`src/rtl/regfile_dump_reader.sv`:
```
// Register-file dump initiator: walks FIRST_REG..LAST_REG two reads per cycle,
// tags each word with its register index and streams it out through a small FIFO.
module regfile_dump_reader #(
  parameter int FIRST_REG  = 0,
  parameter int LAST_REG   = 31,
  parameter int FIFO_DEPTH = 4
) (
  input  logic        clk,
  input  logic        rst,
  input  logic        start,
  output logic        busy,
  output logic        done,
  output logic [4:0]  ReadRegister1,
  output logic [4:0]  ReadRegister2,
  input  logic [31:0] ReadData1,
  input  logic [31:0] ReadData2,
  output logic        out_valid,
  input  logic        out_ready,
  output logic [4:0]  out_index,
  output logic [31:0] out_data
);

  localparam int AW = $clog2(FIFO_DEPTH);
  localparam int CW = AW + 1;
  localparam int EW = 37;
  localparam logic [5:0]    FIRST_P = 6'(FIRST_REG);
  localparam logic [5:0]    LAST_P  = 6'(LAST_REG);
  localparam logic [CW-1:0] DEPTH_C = CW'(FIFO_DEPTH);

  typedef enum logic [1:0] {
    S_IDLE  = 2'd0,
    S_ISSUE = 2'd1,
    S_DRAIN = 2'd2
  } state_t;

  state_t        state_q, state_d;
  logic [5:0]    ptr_q, ptr_d;
  logic [4:0]    rr1_q, rr1_d;
  logic [4:0]    rr2_q, rr2_d;
  logic          done_q, done_d;
  logic [AW-1:0] wr_ptr_q, wr_ptr_d;
  logic [AW-1:0] rd_ptr_q, rd_ptr_d;
  logic [CW-1:0] count_q, count_d;
  logic [EW-1:0] mem_q [FIFO_DEPTH];

  logic                  fifo_empty;
  logic                  pop;
  logic                  last_pair;
  logic                  last_single;
  logic                  push_en;
  logic                  push2;
  logic [1:0]            push_cnt;
  logic [CW-1:0]         free_slots;
  logic [CW-1:0]         need_slots;
  logic [AW-1:0]         wr_ptr_p1;
  logic [5:0]            ptr_p1, ptr_p2, ptr_p3;
  logic [EW-1:0]         word1, word2, head;
  logic [FIFO_DEPTH-1:0] wen1, wen2;

  // Six-bit pointer math keeps ptr+1 = 32 from wrapping before the clamp.
  function automatic logic [4:0] clamp_addr(input logic [5:0] a);
    return (a > LAST_P) ? LAST_P[4:0] : a[4:0];
  endfunction

  assign ptr_p1 = ptr_q + 6'd1;
  assign ptr_p2 = ptr_q + 6'd2;
  assign ptr_p3 = ptr_q + 6'd3;

  assign fifo_empty  = (count_q == '0);
  assign pop         = !fifo_empty && out_ready;
  assign last_single = (ptr_q == LAST_P);
  assign last_pair   = (ptr_p1 >= LAST_P);

  // A slot freed by this cycle's pop is usable by this cycle's push.
  assign need_slots = last_single ? CW'(1) : CW'(2);
  assign free_slots = DEPTH_C - count_q + CW'(pop);
  assign push_en    = (state_q == S_ISSUE) && (free_slots >= need_slots);
  assign push2      = push_en && !last_single;
  assign push_cnt   = {push2, push_en && !push2};

  assign wr_ptr_p1 = wr_ptr_q + AW'(1);
  assign word1     = {ptr_q[4:0], ReadData1};
  assign word2     = {ptr_p1[4:0], ReadData2};

  genvar gi;
  generate
    for (gi = 0; gi < FIFO_DEPTH; gi++) begin : g_wen
      assign wen1[gi] = push_en && (wr_ptr_q == AW'(gi));
      assign wen2[gi] = push2 && (wr_ptr_p1 == AW'(gi));
    end
  endgenerate

  always_ff @(posedge clk) begin
    for (int i = 0; i < FIFO_DEPTH; i++) begin
      if (wen1[i]) begin
        mem_q[i] <= word1;
      end else if (wen2[i]) begin
        mem_q[i] <= word2;
      end
    end
  end

  assign head = mem_q[rd_ptr_q];

  always_comb begin
    wr_ptr_d = wr_ptr_q + AW'(push_cnt);
    rd_ptr_d = rd_ptr_q + AW'(pop);
    count_d  = count_q + CW'(push_cnt) - CW'(pop);
  end

  always_comb begin
    state_d = state_q;
    ptr_d   = ptr_q;
    rr1_d   = rr1_q;
    rr2_d   = rr2_q;
    done_d  = 1'b0;
    case (state_q)
      S_IDLE: begin
        if (start) begin
          state_d = S_ISSUE;
          rr1_d   = clamp_addr(ptr_q);
          rr2_d   = clamp_addr(ptr_p1);
        end
      end
      S_ISSUE: begin
        // Without room the addresses are held and the same pair is re-read.
        if (push_en) begin
          if (last_pair) begin
            state_d = S_DRAIN;
          end else begin
            ptr_d = ptr_p2;
            rr1_d = clamp_addr(ptr_p2);
            rr2_d = clamp_addr(ptr_p3);
          end
        end
      end
      S_DRAIN: begin
        if (pop && (count_q == CW'(1))) begin
          done_d  = 1'b1;
          state_d = S_IDLE;
          ptr_d   = FIRST_P;
        end
      end
      default: begin
        state_d = S_IDLE;
      end
    endcase
  end

  always_ff @(posedge clk or negedge rst) begin
    if (!rst) begin
      state_q  <= S_IDLE;
      ptr_q    <= FIRST_P;
      rr1_q    <= '0;
      rr2_q    <= '0;
      done_q   <= 1'b0;
      wr_ptr_q <= '0;
      rd_ptr_q <= '0;
      count_q  <= '0;
    end else begin
      state_q  <= state_d;
      ptr_q    <= ptr_d;
      rr1_q    <= rr1_d;
      rr2_q    <= rr2_d;
      done_q   <= done_d;
      wr_ptr_q <= wr_ptr_d;
      rd_ptr_q <= rd_ptr_d;
      count_q  <= count_d;
    end
  end

  assign busy          = (state_q != S_IDLE);
  assign done          = done_q;
  assign ReadRegister1 = rr1_q;
  assign ReadRegister2 = rr2_q;
  assign out_valid     = !fifo_empty;
  assign out_index     = fifo_empty ? '0 : head[36:32];
  assign out_data      = fifo_empty ? '0 : head[31:0];

endmodule

```
`config.mk`:
```
export PLATFORM = sky130hd
export DESIGN_NAME = regfile_dump_reader
export DESIGN_NICKNAME = d
export VERILOG_FILES = /design/src/rtl/regfile_dump_reader.sv
export SDC_FILE = /design/constraint.sdc
export NUM_CORES = 1
export LEC_CHECK = 0
export BUFFER_PORTS_ARGS = -buffer_cell sky130_fd_sc_hd__buf_2
export CAP_MARGIN = 10
export CORE_UTILIZATION = 60
export DETAILED_ROUTE_END_ITERATION = 10
export PLACE_DENSITY = 0.83
export SLEW_MARGIN = 20
export SYNTH_ARGS = -nofsm -noshare
export SYNTH_HDL_FRONTEND = slang
export SYNTH_SLANG_ARGS = --single-unit
```
`constraint.sdc`:
```
create_clock -name clk -period 8.75 [get_ports clk]
set_input_delay 0.4375 -clock clk [delete_from_list [all_inputs] [get_ports clk]]
set_output_delay 0.4375 -clock clk [all_outputs]
set_load 0.02 [all_outputs]
```
After elaboration in Yosys (flattened, before gate mapping)
Memory sizes are Yosys's and may differ from the RTL's.
Index checks and enable logic that the tools add are counted.
- memory bits (writable): 148
- memories kept: 1
- bits in latches: 0
- flip-flop bits (word level): 26
- bits in read-only memories: 0
- memory list (memory ; depth ; bits a word ; read ports ; clocked after memory_dff ; wr ports ; line ; text):
    mem_q ; 4 ; 37 ; 1 ; 0 ; 2 ; 44 ; logic [EW-1:0] mem_q [FIFO_DEPTH];
- shift-type cells: 0
- reduce and logical (&&, ||, !) cells: 28
- $mul: 0
- divide/modulo/power cells: 0
- multiplexer cells: 56
- bitwise logic cells: 4
- equal/unequal tests: 15
- add/subtract/negate cells: 10
- order comparisons: 6
- operators by type and width (operator ; count):
    two-way mux 37 bit ; 6
    OR reduction 37 bit ; 2
    two-way mux 5 bit ; 11
    two-way mux 32 bit ; 1
    greater-than comparator 6 x 5 -> 1 bit, second input constant ; 4
    two-way mux 1 bit ; 24
    one-hot mux 5 bit (2 select lines) ; 2
    two-way mux 6 bit ; 3
    two-way mux 2 bit ; 7
    logical AND 1 bit ; 13
    adder 6 x 2 -> 6 bit, second input constant ; 2
    one-hot mux 6 bit (2 select lines) ; 1
    AND reduction 4 bit ; 3
    equality test 2 bit, second input constant ; 5
    inequality test 2 bit, second input constant ; 5
    adder 6 x 1 -> 6 bit, second input constant ; 1
    equality test 2 x 1 -> 1 bit, second input constant ; 3
    equality test 6 x 5 -> 1 bit, second input constant ; 1
    >= comparator 6 x 5 -> 1 bit, second input constant ; 1
    logical NOT 2 bit ; 3
    one-hot mux 2 bit (3 select lines) ; 1
    nonzero test 2 bit ; 3
    bitwise OR 1 bit ; 4
    adder 3 x 1 -> 3 bit ; 1
    10 further kinds ; 12

Depth between registers and ports, before layout
- word-level depth: 14
- mapped depth: 14
- mapped depth without buffers: 13

Worst setup path before layout
OpenSTA, ideal clock, no wires.
- kind: register to register
- from: register count_q[2]
- to: memory mem_q[2][0], enable pin
- cell stages (with the launch flop): 12
- path buffers: 1
- setup time: 0.483 ns
- period minus slack after synthesis: 5.278 ns
- data required time: 8.267 ns
- slack: 3.472 ns
- arrival time: 4.795 ns
- cells stage by stage: dfrtp_1 > or3_2 > and2_1 > inv_1 > ha_1 > inv_1 > ha_1 > ha_1 > a211o_1 > buf_2 > nand3_1 > o21ai_0
- RTL lines (what ; line ; text):
    from (decl) ; 43 ; logic [CW-1:0] count_q, count_d;
    from (signal assigned) ; 168 ; count_q <= count_d;
    to (decl) ; 44 ;

==> results.md <==
- Status: completed
- Cell Int Power: 2.50 mW
- Worst-Margin Slew: 1.03 ns
- Seq/Total Area, Yosys: 0.577
- Post-synth cell types: 45
- FILL cells: 899
- RSZ-0062 raised after global routing: no
- Die area: 15100 µm²
- Post-Syn Area: 8790 µm²
- Max VDD drop: 0.443 mV
- Net Sw Frac: 0.378
- Most frequent cells in the layout: edfxtp_1, buf_2, o2bb2ai_1
- Compound-cell area share of the yosys netlist: 0.0832
- Critical Path End Type: flip-flop
- Final critical-path share of the clock period: 0.545
- Final #Nets: 733
- Adder-cell share of the synthesized area: 0.0151
- Mean Syn Cell Area: 15.5 µm²
- Inserted Clock Buffers: 17
- Worst Clk Skew: 0.00583 ns
- HP Class: primary input to flip-flop
- DRC violations left: 0
- Yosys Warn Count: 0
- Ys async rst share: 0.145
- Clock Tree Root: clkbuf_16
- Top Ports: 118
- Final wirelength: 19200 µm
- CP Max Fanout: 41
- Switch Pwr: 1.52 mW
- Num Clock Sinks: 173
- Residual overflow from global routing: 0
- Ant diodes: 0
- Die height: 123 µm
- Worst EP required: 8.82 ns
- Routed wire per std cell: 22.7 µm
- Clock power share: 0.181
- Buffers on Ports: 117
- Primary FF master, synth: edfxtp_1
- Fin. Hold Viols: 0
- DRT iter0 DRCs: 568
- Layout area overhead: 13.2%
- Post-route design area: 9960 µm²
- Total global routing track utilization: 0.267
- Starting density of the core: 0.624
- Largest family of logic cells by synthesized area: multiplexers
- Share of cells above drive strength 1: 0.400
- Number of synthesized flops with an enable pin: 148
- Pin count of the biggest net entering global routing: 42
- Setup TNS: 0 ns
- Slew Limit Fails: 0
- Hold Crit Depth: 3
- Die width: 123 µm
- Vias per cell: 6.35
- Simple-Gate Fraction of Synth Area: 0.0689
- Lkg Pwr: 3.81 nW
- Clock Path Buffers: 2
- First-pass GRT wire length: 29300 µm
- Worst Path Arrival: 4.83 ns
- Kind of critical path: flip-flop to flip-flop
- Xor and xnor area share after synthesis: 0.00896
- Cells on worst reg2reg path: 11
- Clk_lat worst skew: 0.43 ns
- Clock-pin slew of the registers on the worst-case setup and hold paths: 0.06 ns
- Startpoint types: flip-flop
- Total power: 4.02 mW
- DP Area: 9380 µm²
- Flop pwr share: 0.378
- Clock tree from TritonCTS: done
- CTS H-Tree Depth: 4
- Power density cells: 404 nW/µm²
- # rows: 43
- Vias in the first global route: 5659
- Worst reg2reg setup slack: 3.98 ns
- Core area: 14100 µm²
- Final min period: 4.77 ns
- Yosys reg bits: 173
- Mux contribution to synthesized area: 0.206
- Vias post-DR: 5389
- Commonest non-fill, non-tap cell in the layout: edfxtp_1
- DR pass1 iterations: 7
- Gp weighted congestion: 0.841
- Max-cap viol count: 0
- Setup-failing EPs final: 0
- Initial antenna violation count: 0
- Fmax: 210 MHz
- Cts repair resizes: 0
- Mapped Cells: 569
- Comb pwr share: 0.441
- Slew margin rel.: 0.313
- Post-route ant nets: 0
- Post-DP HPWL: 11300 µm
## kinds of logic (layout without fill, tap and decap cells)
family | after synthesis | in the layout
and+or+nand+nor | 115 | 115
muxes | 105 | 105
adders and majority gates | 10 | 10
buffers and inverters | 71 | 169
DFF | 173 | 173
AOI/OAI and AO/OA | 85 | 85
other | 1 | 2
xor gates and xnor gates | 9 | 9
## critical path, stage by stage, from the launching register on
cell	delay, ns
dfrtp_1	0.41
or3_2	0.84
and2_1	0.32
inv_1	0.06
ha_1	0.13
inv_1	0.05
ha_1	0.29
ha_1	0.15
a211o_1	0.31
nand3_2	0.74
o21ai_4	0.52
buf_4	0.54
## synthesized netlist by cell type (2+ instances only)
| master | instances | area [µm²] |
|---|---|---|
| nor2b_1 | 2 | 12.5 |
| nand3_1 | 5 | 25.0 |
| nor2_1 | 8 | 30.0 |
| or2_2 | 2 | 12.5 |
| mux4_2 | 37 | 833 |
| nand4_1 | 3 | 18.8 |
| buf_12 | 3 | 60.1 |
| buf_1 | 2 | 7.51 |
| nor3b_1 | 2 | 15.0 |
| a2bb2oi_1 | 7 | 61.3 |
| mux2_2 | 7 | 78.8 |
| buf_6 | 5 | 56.3 |
| buf_2 | 8 | 40.0 |
| clkbuf_1 | 40 | 150 |
| o2bb2ai_1 | 64 | 561 |
| or4_1 | 2 | 15.0 |
| or3_2 | 2 | 15.0 |
| nand2b_1 | 3 | 18.8 |
| xor2_1 | 5 | 43.8 |
| dfrtp_1 | 25 | 626 |
| mux2_4 | 57 | 856 |
| nand2_1 | 43 | 161 |
| and2_1 | 40 | 250 |
| xnor2_1 | 4 | 35.0 |
| mux2i_1 | 4 | 40.0 |
| inv_1 | 13 | 48.8 |
| o31ai_1 | 2 | 15.0 |
| edfxtp_1 | 148 | 4440 |
| o21ai_0 | 2 | 10.0 |
| ha_1 | 9 | 113 |
## stage by stage
step	util	instances	worst slack (ns)	hold slack [ns]
after floorplan	-	570	3.47	0.142
after global placement	0.665	815	4.10	0.443
after detailed placement	0.665	815	4.01	0.456
after CTS	0.706	848	4.01	0.288
after global routing	0.706	848	3.73	0.329
final	0.706	848	3.98	0.301
## final cells by class
| class | instances | area, µm² | share of cell area |
|---|---|---|---|
| clock inverters | 6 | 58.8 | 0.00591 |
| repair buffers | 124 | 641 | 0.0643 |
| flip-flops and latches | 173 | 5070 | 0.509 |
| well taps | 180 | 225 | 0.0226 |
| inverters | 13 | 48.8 | 0.00490 |
| multi-input cells | 326 | 3400 | 0.342 |
| clock buffers | 26 | 510 | 0.0513 |
## flip-flops by register name, indices dropped and copies added, names as in the netlist
signal	count
rd_ptr_q	2
done	1
ptr_q	5
state_q	2
count_q	3
ReadRegister2	5
ReadRegister1	5
mem_q	148
wr_ptr_q	2
## power by group through the flow
stage | Clock (mW) | Combinational [mW] | Sequential, mW
floorplan | 0 | 1.38 | 1.44
global placement | 0 | 1.73 | 1.51
detailed placement | 0 | 1.77 | 1.54
CTS | 0.729 | 1.78 | 1.52
global route | 0.756 | 1.91 | 1.55
finish | 0.728 | 1.77 | 1.52
## repair_timing
action / 4_1_cts / 5_1_grt
hold endpoints to repair: 11 / 0
hold buffers: 1 / 0
buffers inserted: 0 / 0
## metal layers
layer	routed length, µm	track usage
met1	7280	0.329
met2	10200	0.461
met3	1510	0.0535
met4	231	0.108
met5	0	0
## final timing paths
check / from / end
worst max-delay path: count_q[2] / mem_q[2][10]
worst min-delay path: start / state_q[0]
worst max register to register: count_q[2] / mem_q[2][10]
worst min register to register: ReadRegister2[0] / ReadRegister2[0]
max in group asynchronous: rst / wr_ptr_q[1]
min in group asynchronous: rst / count_q[0]
(Power assumes the default switching activity.)
